### config.mk
export PLATFORM = sky130hd
export DESIGN_NAME = alu64b_stage
export DESIGN_NICKNAME = d
export VERILOG_FILES = /design/src/rtl/alu64b_stage.sv
export SDC_FILE = /design/constraint.sdc
export NUM_CORES = 1
export LEC_CHECK = 0
export CAP_MARGIN = 20
export CELL_PAD_IN_SITES_DETAIL_PLACEMENT = 1
export CELL_PAD_IN_SITES_GLOBAL_PLACEMENT = 1
export CORE_MARGIN = 1
export CORE_UTILIZATION = 43
export CTS_CLUSTER_DIAMETER = 50
export DETAILED_ROUTE_END_ITERATION = 10
export PLACE_DENSITY = 0.86
export SLEW_MARGIN = 20
export SYNTH_ARGS = -nofsm -noshare
export SYNTH_HDL_FRONTEND = slang
export SYNTH_SLANG_ARGS = --single-unit
export TNS_END_PERCENT = 30
### constraint.sdc
create_clock -name clk -period 4.7 [get_ports clk]
set_clock_uncertainty 0.2 [all_clocks]
set_input_delay 0.94 -clock clk [delete_from_list [all_inputs] [get_ports clk]]
set_output_delay 0.94 -clock clk [all_outputs]
set_load 0.02 [all_outputs]
### src/rtl/alu64b_stage.sv
// ---------------------------------------------------------------------------
// alu64b_stage
//   Single-cycle 64-bit ALU followed by a 2-entry result FIFO with a
//   valid/ready handshake on both sides. Results are computed
//   combinationally from the operands and captured on a push. The head of
//   the FIFO drives result/zero. op_count tallies results consumed
//   downstream.
// ---------------------------------------------------------------------------
module alu64b_stage (
    input  logic        clk,
    input  logic        reset,

    // Upstream operand side
    input  logic        in_valid,
    output logic        in_ready,
    input  logic [2:0]  op,
    input  logic [63:0] a,
    input  logic [63:0] b,

    // Downstream result side
    output logic        out_valid,
    input  logic        out_ready,
    output logic [63:0] result,
    output logic        zero,

    // Number of results consumed since reset
    output logic [31:0] op_count
);

    // -----------------------------------------------------------------------
    // Operation encoding
    // -----------------------------------------------------------------------
    typedef enum logic [2:0] {
        OP_ADD   = 3'b000,
        OP_SUB   = 3'b001,
        OP_XOR   = 3'b010,
        OP_OR    = 3'b011,
        OP_AND   = 3'b100,
        OP_SLT   = 3'b101,
        OP_SLTU  = 3'b110,
        OP_PASSB = 3'b111
    } op_e;

    localparam logic [1:0] COUNT_EMPTY = 2'd0;
    localparam logic [1:0] COUNT_FULL  = 2'd2;

    // -----------------------------------------------------------------------
    // State
    // -----------------------------------------------------------------------
    logic [1:0]  count_q,    count_d;
    logic        wr_ptr_q,   wr_ptr_d;
    logic        rd_ptr_q,   rd_ptr_d;
    logic [31:0] op_count_q, op_count_d;
    logic [63:0] mem_q [2];

    // -----------------------------------------------------------------------
    // Handshake qualifiers
    // -----------------------------------------------------------------------
    logic        push;
    logic        pop;
    logic [63:0] alu_res;
    logic        slt_bit;
    logic        sltu_bit;

    // in_ready depends only on registered occupancy, so there is never a
    // combinational path from out_ready back to in_ready.
    assign in_ready  = (count_q != COUNT_FULL);
    assign out_valid = (count_q != COUNT_EMPTY);

    assign push = in_valid  & in_ready;
    assign pop  = out_valid & out_ready;

    // Head of FIFO. Storage is not reset, so zero must be qualified by
    // out_valid to stay low while the buffer is empty.
    assign result   = mem_q[rd_ptr_q];
    assign zero     = out_valid & (mem_q[rd_ptr_q] == 64'd0);
    assign op_count = op_count_q;

    // -----------------------------------------------------------------------
    // ALU datapath
    // -----------------------------------------------------------------------
    assign slt_bit  = ($signed(a) < $signed(b));
    assign sltu_bit = (a < b);

    // Select the ALU result for the requested operation.
    always_comb begin
        // NOTE: every variable written here gets a default first so that no
        // path through the case can leave it unassigned and infer a latch.
        alu_res = 64'd0;
        case (op_e'(op))
            OP_ADD:   alu_res = a + b;
            OP_SUB:   alu_res = a - b;
            OP_XOR:   alu_res = a ^ b;
            OP_OR:    alu_res = a | b;
            OP_AND:   alu_res = a & b;
            OP_SLT:   alu_res = {63'd0, slt_bit};
            OP_SLTU:  alu_res = {63'd0, sltu_bit};
            OP_PASSB: alu_res = b;
            default:  alu_res = 64'd0;
        endcase
    end

    // -----------------------------------------------------------------------
    // FIFO control next-state
    // -----------------------------------------------------------------------

    // Compute occupancy, pointer and consumed-count updates for this edge.
    always_comb begin
        count_d    = count_q;
        wr_ptr_d   = wr_ptr_q;
        rd_ptr_d   = rd_ptr_q;
        op_count_d = op_count_q;

        // Pointers are 1 bit wide and wrap naturally modulo 2.
        if (push) begin
            wr_ptr_d = ~wr_ptr_q;
        end
        if (pop) begin
            rd_ptr_d   = ~rd_ptr_q;
            op_count_d = op_count_q + 32'd1;
        end

        case ({push, pop})
            2'b10:   count_d = count_q + 2'd1;
            2'b01:   count_d = count_q - 2'd1;
            default: count_d = count_q;
        endcase
    end

    // Control registers; cleared asynchronously so the handshake outputs
    // go idle as soon as reset rises, without waiting for a clock.
    always_ff @(posedge clk or posedge reset) begin
        if (reset) begin
            count_q    <= COUNT_EMPTY;
            wr_ptr_q   <= 1'b0;
            rd_ptr_q   <= 1'b0;
            op_count_q <= 32'd0;
        end else begin
            // NOTE: non-blocking assignments so every register samples the
            // pre-edge values, independent of statement order.
            count_q    <= count_d;
            wr_ptr_q   <= wr_ptr_d;
            rd_ptr_q   <= rd_ptr_d;
            op_count_q <= op_count_d;
        end
    end

    // Capture the ALU result into the slot addressed by the write pointer.
    // NOTE: the data array carries no reset; its contents are only observed
    // once out_valid is high, and leaving it unreset keeps it plain RAM.
    always_ff @(posedge clk) begin
        if (push) begin
            mem_q[wr_ptr_q] <= alu_res;
        end
    end

endmodule

======== After elaboration in Yosys (flattened, before gate mapping) ========
Memory sizes are Yosys's and may differ from the RTL's.
Cells that the tools add are included.
storage, ports and cells
  bits of input ports ..................... 135
  memories kept ........................... 1
  flip-flop bits (word level) ............. 36
  output and inout bits ................... 99
  bits in writable memories ............... 128
operators by class
  bitwise operators ....................... 8
  order comparisons ....................... 2
  reductions and logical operators ........ 4
  muxes and demuxes ....................... 4
  add/sub/neg operators ................... 5
  eq/ne operators ......................... 10
memories
  memory  words  width  read ports  clocked after Yosys merged registers in  wr ports  line  text
  mem_q   2      64     1           0                                        1         54    logic [63:0] mem_q [2];
operator list
  cell                     number
  $pmux W64 S8             1
  $lt A64 B64 Y1           2
  $add A64 B64 Y64         1
  $and A64 B64 Y64         1
  $logic_not A64 Y1        1
  $or A64 B64 Y64          1
  $sub A64 B64 Y64         1
  $xor A64 B64 Y64         1
  $add A32 B1 Y32 const B  1
  $eq A3 B3 Y1 const B     4
  $eq A3 B2 Y1 const B     2
  $pmux W2 S2              1
  $reduce_bool A2 Y1       2
  $and A1 B1 Y1            3
  $eq A3 B1 Y1 const B     1
  $logic_not A3 Y1         1
  $add A2 B1 Y2 const B    1
  $eq A2 B1 Y1 const B     1
  $eq A2 B2 Y1 const B     1
  $mux W1                  2
  $ne A2 B2 Y1 const B     1
  $not A1 Y1               2
  $sub A2 B1 Y2 const B    1

======== Logic depth before layout (Yosys ltp) ========
  word-level depth ........................ 4
  depth in mapped cells ................... 15

======== Worst setup path after synthesis ========
No wires, ideal clock.
  path kind ............................... input-to-reg
  from .................................... in in_valid
  to ...................................... mem mem_q[0][0], enable pin
  path slack .............................. 0.296 ns
  arrival ................................. 3.718 ns
  library setup time ...................... 0.486 ns
  required time ........................... 4.014 ns
  stages .................................. 2
  buffers on the path ..................... 0
  cells stage by stage .................... nand2_1 > nor2_1
between the ends
  word-level cells in the longest chain between the ends .. 3
ends and longest elaborated chain
  what                           line  text
  start: declaration             14    input logic in_valid,
  $and A1 B1 Y1                  70    assign push = in_valid & in_ready;
  $mux W1                        152   if (push) begin
  $mux W1 (not written as such)  153   mem_q[wr_ptr_q] <= alu_res;
  end: declaration               54
No other way between the ends.

======== Worst setup path after layout ========
  from .................................... in a[1]
  to ...................................... mem mem_q[1][56] (data pin)
between the ends
  word-level cells in the longest chain between the ends .. 2
  elaborated cells between the ends (all ways) .. 3
  those cells by class .................... add/sub (2); mux (1)
ends and longest elaborated chain
  what                                                  line    text
  start: declaration                                    17      input logic [63:0] a,
  $sub A64 B64 Y64 or $add A64 B64 Y64 (tied branches)  92, 91
  $pmux W64 S8 (*)                                      90      case (op_e'(op))
  via alu_res[56]                                       61      logic [63:0] alu_res;
Mark *: on every way through the listed nets, which the timed path passes. The rest lies on a longest branch.

==> impl_results.rst <==
.. list-table::
   :header-rows: 1

   * - Metric
     - Value
   * - List of cells traversed by the critical path
     - clkdlybuf4s50_1 -> inv_1 -> buf_4 -> fa_1 -> nor2b_2 -> o211ai_1 -> a21bo_2 -> a211oi_4 -> a211oi_2 -> a211oi_2 -> buf_4 -> o21ai_2 -> a21oi_1 -> o311ai_1 -> xnor2_1 -> o21ai_0
   * - Worst min-delay path startpoint
     - op_count[30]
   * - Endpoint of the most critical register-to-register path
     - op_count[29]
   * - Time the final worst path needs with I/O delays and setup
     - 4.830 ns
   * - Static leakage
     - between 10 and 15 nW
   * - Number of standard-cell rows in the floorplan
     - between 70 and 80
   * - Reg2Reg Depth
     - 11
   * - Endpoint arrival time on the critical path
     - between 4 and 5 ns
   * - Pwr Density
     - around 330 mW/mm^2
   * - Hold/Removal Path Class
     - flop to flop
   * - Total of buffers placed on input and output ports
     - 233
   * - Post-DR vias/cell
     - between 6 and 7
   * - Reg-to-reg startpoint
     - count_q[0]
   * - Number of violations reported at the end of detailed-routing iteration 0
     - ~2,700
   * - Average routed wire per standard cell
     - about 28 microns
   * - Setup slack of the critical path after layout
     - -0.1300 ns
   * - Total count of max-transition violations in the final report
     - 0
   * - Filler Cell Count
     - roughly 5,000
   * - Starting utilization of the core area
     - approximately 44%
   * - Placeable core region
     - roughly 0.042 sq mm
   * - Initial antenna violation count
     - 2
   * - HPWL Detailed
     - 72,870 microns
   * - Cells on Worst Hold Path
     - 1
   * - Sort of element at the end of the critical path
     - flop
   * - Total of hold buffers inserted after clock tree synthesis
     - 0
   * - Horizontal extent of the die
     - 208.5 microns
   * - Remaining number of nets flagged by the antenna check after routing
     - 0
   * - Setup slack of the worst register-to-register path
     - around 1.1 ns
   * - Inserted Diodes
     - 0
   * - Cts bufs inserted
     - 17
   * - Max Buffers Root-to-Sink
     - 2
   * - Grt total ovfl
     - 0
   * - Cell count after synthesis
     - about 2,200
   * - Setup Total Neg Slack
     - -0.6225 ns
   * - Number of nets produced by synthesis
     - approximately 2,600
   * - Worst Hold End
     - op_count[30]
   * - Sink Count
     - about 160
   * - Maximum single-stage delay on the critical path
     - 0.58 ns
   * - Main synth FF type
     - sky130_fd_sc_hd__edfxtp_1
   * - Layout Area Growth over Synthesis
     - 39.01%
   * - Post-layout nets
     - between 3,000 and 4,000
   * - Worst path required time
     - 4.68 ns
   * - DRC errors left
     - 0
   * - Post-Place Cell Area
     - between 0.02 and 0.025 sq mm
   * - Number of global-route vias before repair
     - about 23,000
   * - CTS tree
     - yes
   * - Peak ir drop on the vdd network
     - between 0.0003 and 0.0004 V
   * - Violations in the final reports
     - negative setup slack
   * - Number of register bits inferred by synthesis
     - between 150 and 200
   * - GRT Resource Usage Total
     - between 40% and 50%
   * - Largest fanout of any net on the critical path
     - 3
   * - Post-synthesis cell type count
     - 107
   * - Pin count of the biggest net entering global routing
     - 65
   * - Maximum level of the CTS H-tree
     - 4
   * - Max-Cap Viols
     - 0
   * - Crit path buffers/inverters
     - 4
   * - Floorplan die height
     - roughly 210 microns
   * - Cell count after placement
     - 3,400
   * - Top Ports
     - 234
   * - Status
     - complete, but fails checks
   * - Average cell area after synthesis
     - between 8 and 9 sq um
   * - Clk pin slew, worst setup/hold paths
     - approximately 0.07 ns
   * - Worst-margin pin slew
     - a little under 1 ns
   * - Total die area
     - 0.04346 sq mm
   * - Worst max-slew margin expressed relative to the limit
     - between 30% and 40%
   * - Launching element type of the critical path
     - input port
   * - Final standard cell area without fillers
     - approximately 0.025 sq mm
   * - Final worst-path cycle share
     - 102.8%
   * - Final GP Congestion
     - 1.021
   * - Fraction of final layout cells sized beyond drive strength 1
     - around a quarter
   * - Clock root buffer master
     - sky130_fd_sc_hd__clkbuf_16
   * - Skew-Pair Late Insertion Delay
     - 0.46 ns
   * - Number of endpoints failing setup at the final stage
     - 9
   * - Crit Path Class
     - input port to flop
   * - Total standard cell area after synthesis
     - 0.01833 sq mm
   * - Number of vias in the routed layout
     - roughly 22,000
   * - Kind of cell adding the most delay to the critical path
     - compound AO/OA/AOI/OAI gates
   * - Post-Layout Cell Count
     - approximately 3,400
   * - Library cell contributing the largest single delay on the critical path
     - sky130_fd_sc_hd__clkdlybuf4s50_1
   * - Drt pass-1 iters
     - 6
   * - Total routed wirelength
     - around 97,000 microns
   * - Asr flop ratio synth
     - a little over a fifth
   * - Ys Warns
     - 0
   * - Number of flops mapped to enable cells by yosys
     - ~130
   * - Proportion of synthesized chip area in sequential cells
     - about a quarter
   * - Hold Fails Final Rpt
     - 0
   * - Wire length of the first global-routing pass
     - ~140,000 microns
   * - Highest Clock Rate
     - between 200 and 250 MHz
how the worst max path moves through the flow:
stage	start	end	depth (start not counted)
after floorplan	in_valid	mem_q[0][0]	2
after global placement	b[20]	mem_q[0][46]	15
after detailed placement	a[26]	mem_q[0][46]	16
after CTS	a[1]	mem_q[0][60]	16
after global routing	b[1]	mem_q[0][56]	16
final	a[1]	mem_q[1][56]	16
per-layer routing:
| metal | track usage (%) | vias to the layer above | wire (microns) |
|---|---|---|---|
| met5 | 0 | - | 13 |
| met4 | 20.15 | 2 | 5343 |
| met3 | 6.657 | 369 | 8872 |
| met2 | 71.38 | 1437 | 44950 |
| met1 | 53.29 | 10860 | 38000 |
| li1 | - | 9546 | - |
cells in the final DEF, fill, tap and decap left out, drive strengths merged, types with 34 or more instances in the layout:
master         Yosys  final
buf               38    534
a21oi            245    245
clkdlybuf4s50      0    230
inv              203    211
nor2             199    199
ha               194    194
nand2            146    146
o21ai            145    145
edfxtp           128    128
mux2              68     68
nand3             52     52
nor4              50     50
nor3              47     47
xnor2             46     46
a22oi             43     43
o211ai            42     42
o21bai            38     38
dfrtp             36     36
nand4             34     34
power breakdown:
group,leakage [nW],switching (W),internal [W]
Clock,0.292,0.000738,0.000722
Combinational,9.04,0.00274,0.00197
Sequential,1.68,0.000185,0.00198
through the flow:
step / power (W) / hold WS, ns / utilization (%) / setup WS (ns)
final: 0.008338 / 0.3048 / 60.60 / -0.1300
after global placement: 0.006294 / 0.2622 / 58.51 / -0.8191
after CTS: 0.008065 / 0.3048 / 60.15 / 0.003864
after floorplan: 0.004344 / 0.2566 / - / 0.2958
after detailed placement: 0.006507 / 0.2779 / 58.51 / -1.029
after global routing: 0.008541 / 0.3220 / 60.60 / -0.08384
cell type report:
cell class	count	area, sq um	area share, %
Inverter	208	780.7	3.064
Tap cell	539	674.4	2.647
Clock inverter	15	180.2	0.7072
Multi-Input combinational cell	1733	12310	48.33
Sequential cell	164	4748	18.64
Clock buffer	17	425.4	1.670
Timing Repair Buffer	764	6356	24.95
timing repair:
action / 4_1_cts / 5_1_grt
setup endpoints to repair: 23 / 47
buffers inserted: 4 / 4
gates resized for setup: 12 / 34
pin swaps: 2 / 6
registers in the layout, indices dropped and copies added, names as in the netlist:
| name | flops |
|---|---|
| wr_ptr_q | 1 |
| mem_q | 128 |
| rd_ptr_q | 1 |
| count_q | 2 |
| op_count | 32 |
cells in the mapped netlist, types with 19 or more instances:
library cell                 n  share of area (%)
sky130_fd_sc_hd__a211oi_1   23               0.94
sky130_fd_sc_hd__a21o_1     25                1.0
sky130_fd_sc_hd__a21oi_1   242                6.6
sky130_fd_sc_hd__a221oi_1   29                1.4
sky130_fd_sc_hd__a22oi_1    43                1.8
sky130_fd_sc_hd__a31oi_1    23               0.79
sky130_fd_sc_hd__buf_2      19               0.52
sky130_fd_sc_hd__clkbuf_1   79                1.6
sky130_fd_sc_hd__dfrtp_1    36                4.9
sky130_fd_sc_hd__edfxtp_1  128                 21
sky130_fd_sc_hd__ha_1      194                 13
sky130_fd_sc_hd__inv_1     201                4.1
sky130_fd_sc_hd__mux2_2     68                4.2
sky130_fd_sc_hd__nand2_1   146                3.0
sky130_fd_sc_hd__nand3_1    51                1.4
sky130_fd_sc_hd__nand4_1    34                1.2
sky130_fd_sc_hd__nor2_1    197                4.0
sky130_fd_sc_hd__nor3_1     47                1.3
sky130_fd_sc_hd__nor4_1     45                1.5
sky130_fd_sc_hd__o211ai_1   39                1.6
sky130_fd_sc_hd__o21ai_0   132                3.6
sky130_fd_sc_hd__o21bai_1   38                1.6
sky130_fd_sc_hd__o31ai_1    31                1.3
sky130_fd_sc_hd__xnor2_1    46                2.2
cells by family (layout without fill, tap and decap cells):
kind of cell               after synthesis  in the layout  synth area share (%)
AOI/OAI and AO/OA                      792            792                 28.94
buffers and inverters                  343           1004                 8.137
muxes                                   75             75                 4.560
and+or+nand+nor                        610            610                 16.15
xor gates and xnor gates                60             60                 2.867
adders and majority gates              196            196                 13.46
DFF                                    164            164                 25.89
worst register-to-register path: stages (launching register included):
cell                      delay (ns)
sky130_fd_sc_hd__dfrtp_1        0.44
sky130_fd_sc_hd__or2_2          0.19
sky130_fd_sc_hd__nand2_1        0.17
sky130_fd_sc_hd__inv_1          0.21
sky130_fd_sc_hd__and3_1         0.28
sky130_fd_sc_hd__and4_1         0.34
sky130_fd_sc_hd__nand2_1        0.13
sky130_fd_sc_hd__nor2_1         0.23
sky130_fd_sc_hd__nand2_1        0.26
sky130_fd_sc_hd__nor3_1         0.63
sky130_fd_sc_hd__nand3_1        0.23
sky130_fd_sc_hd__xnor2_1        0.18
Note: power is estimated with default switching activity, not from simulation.
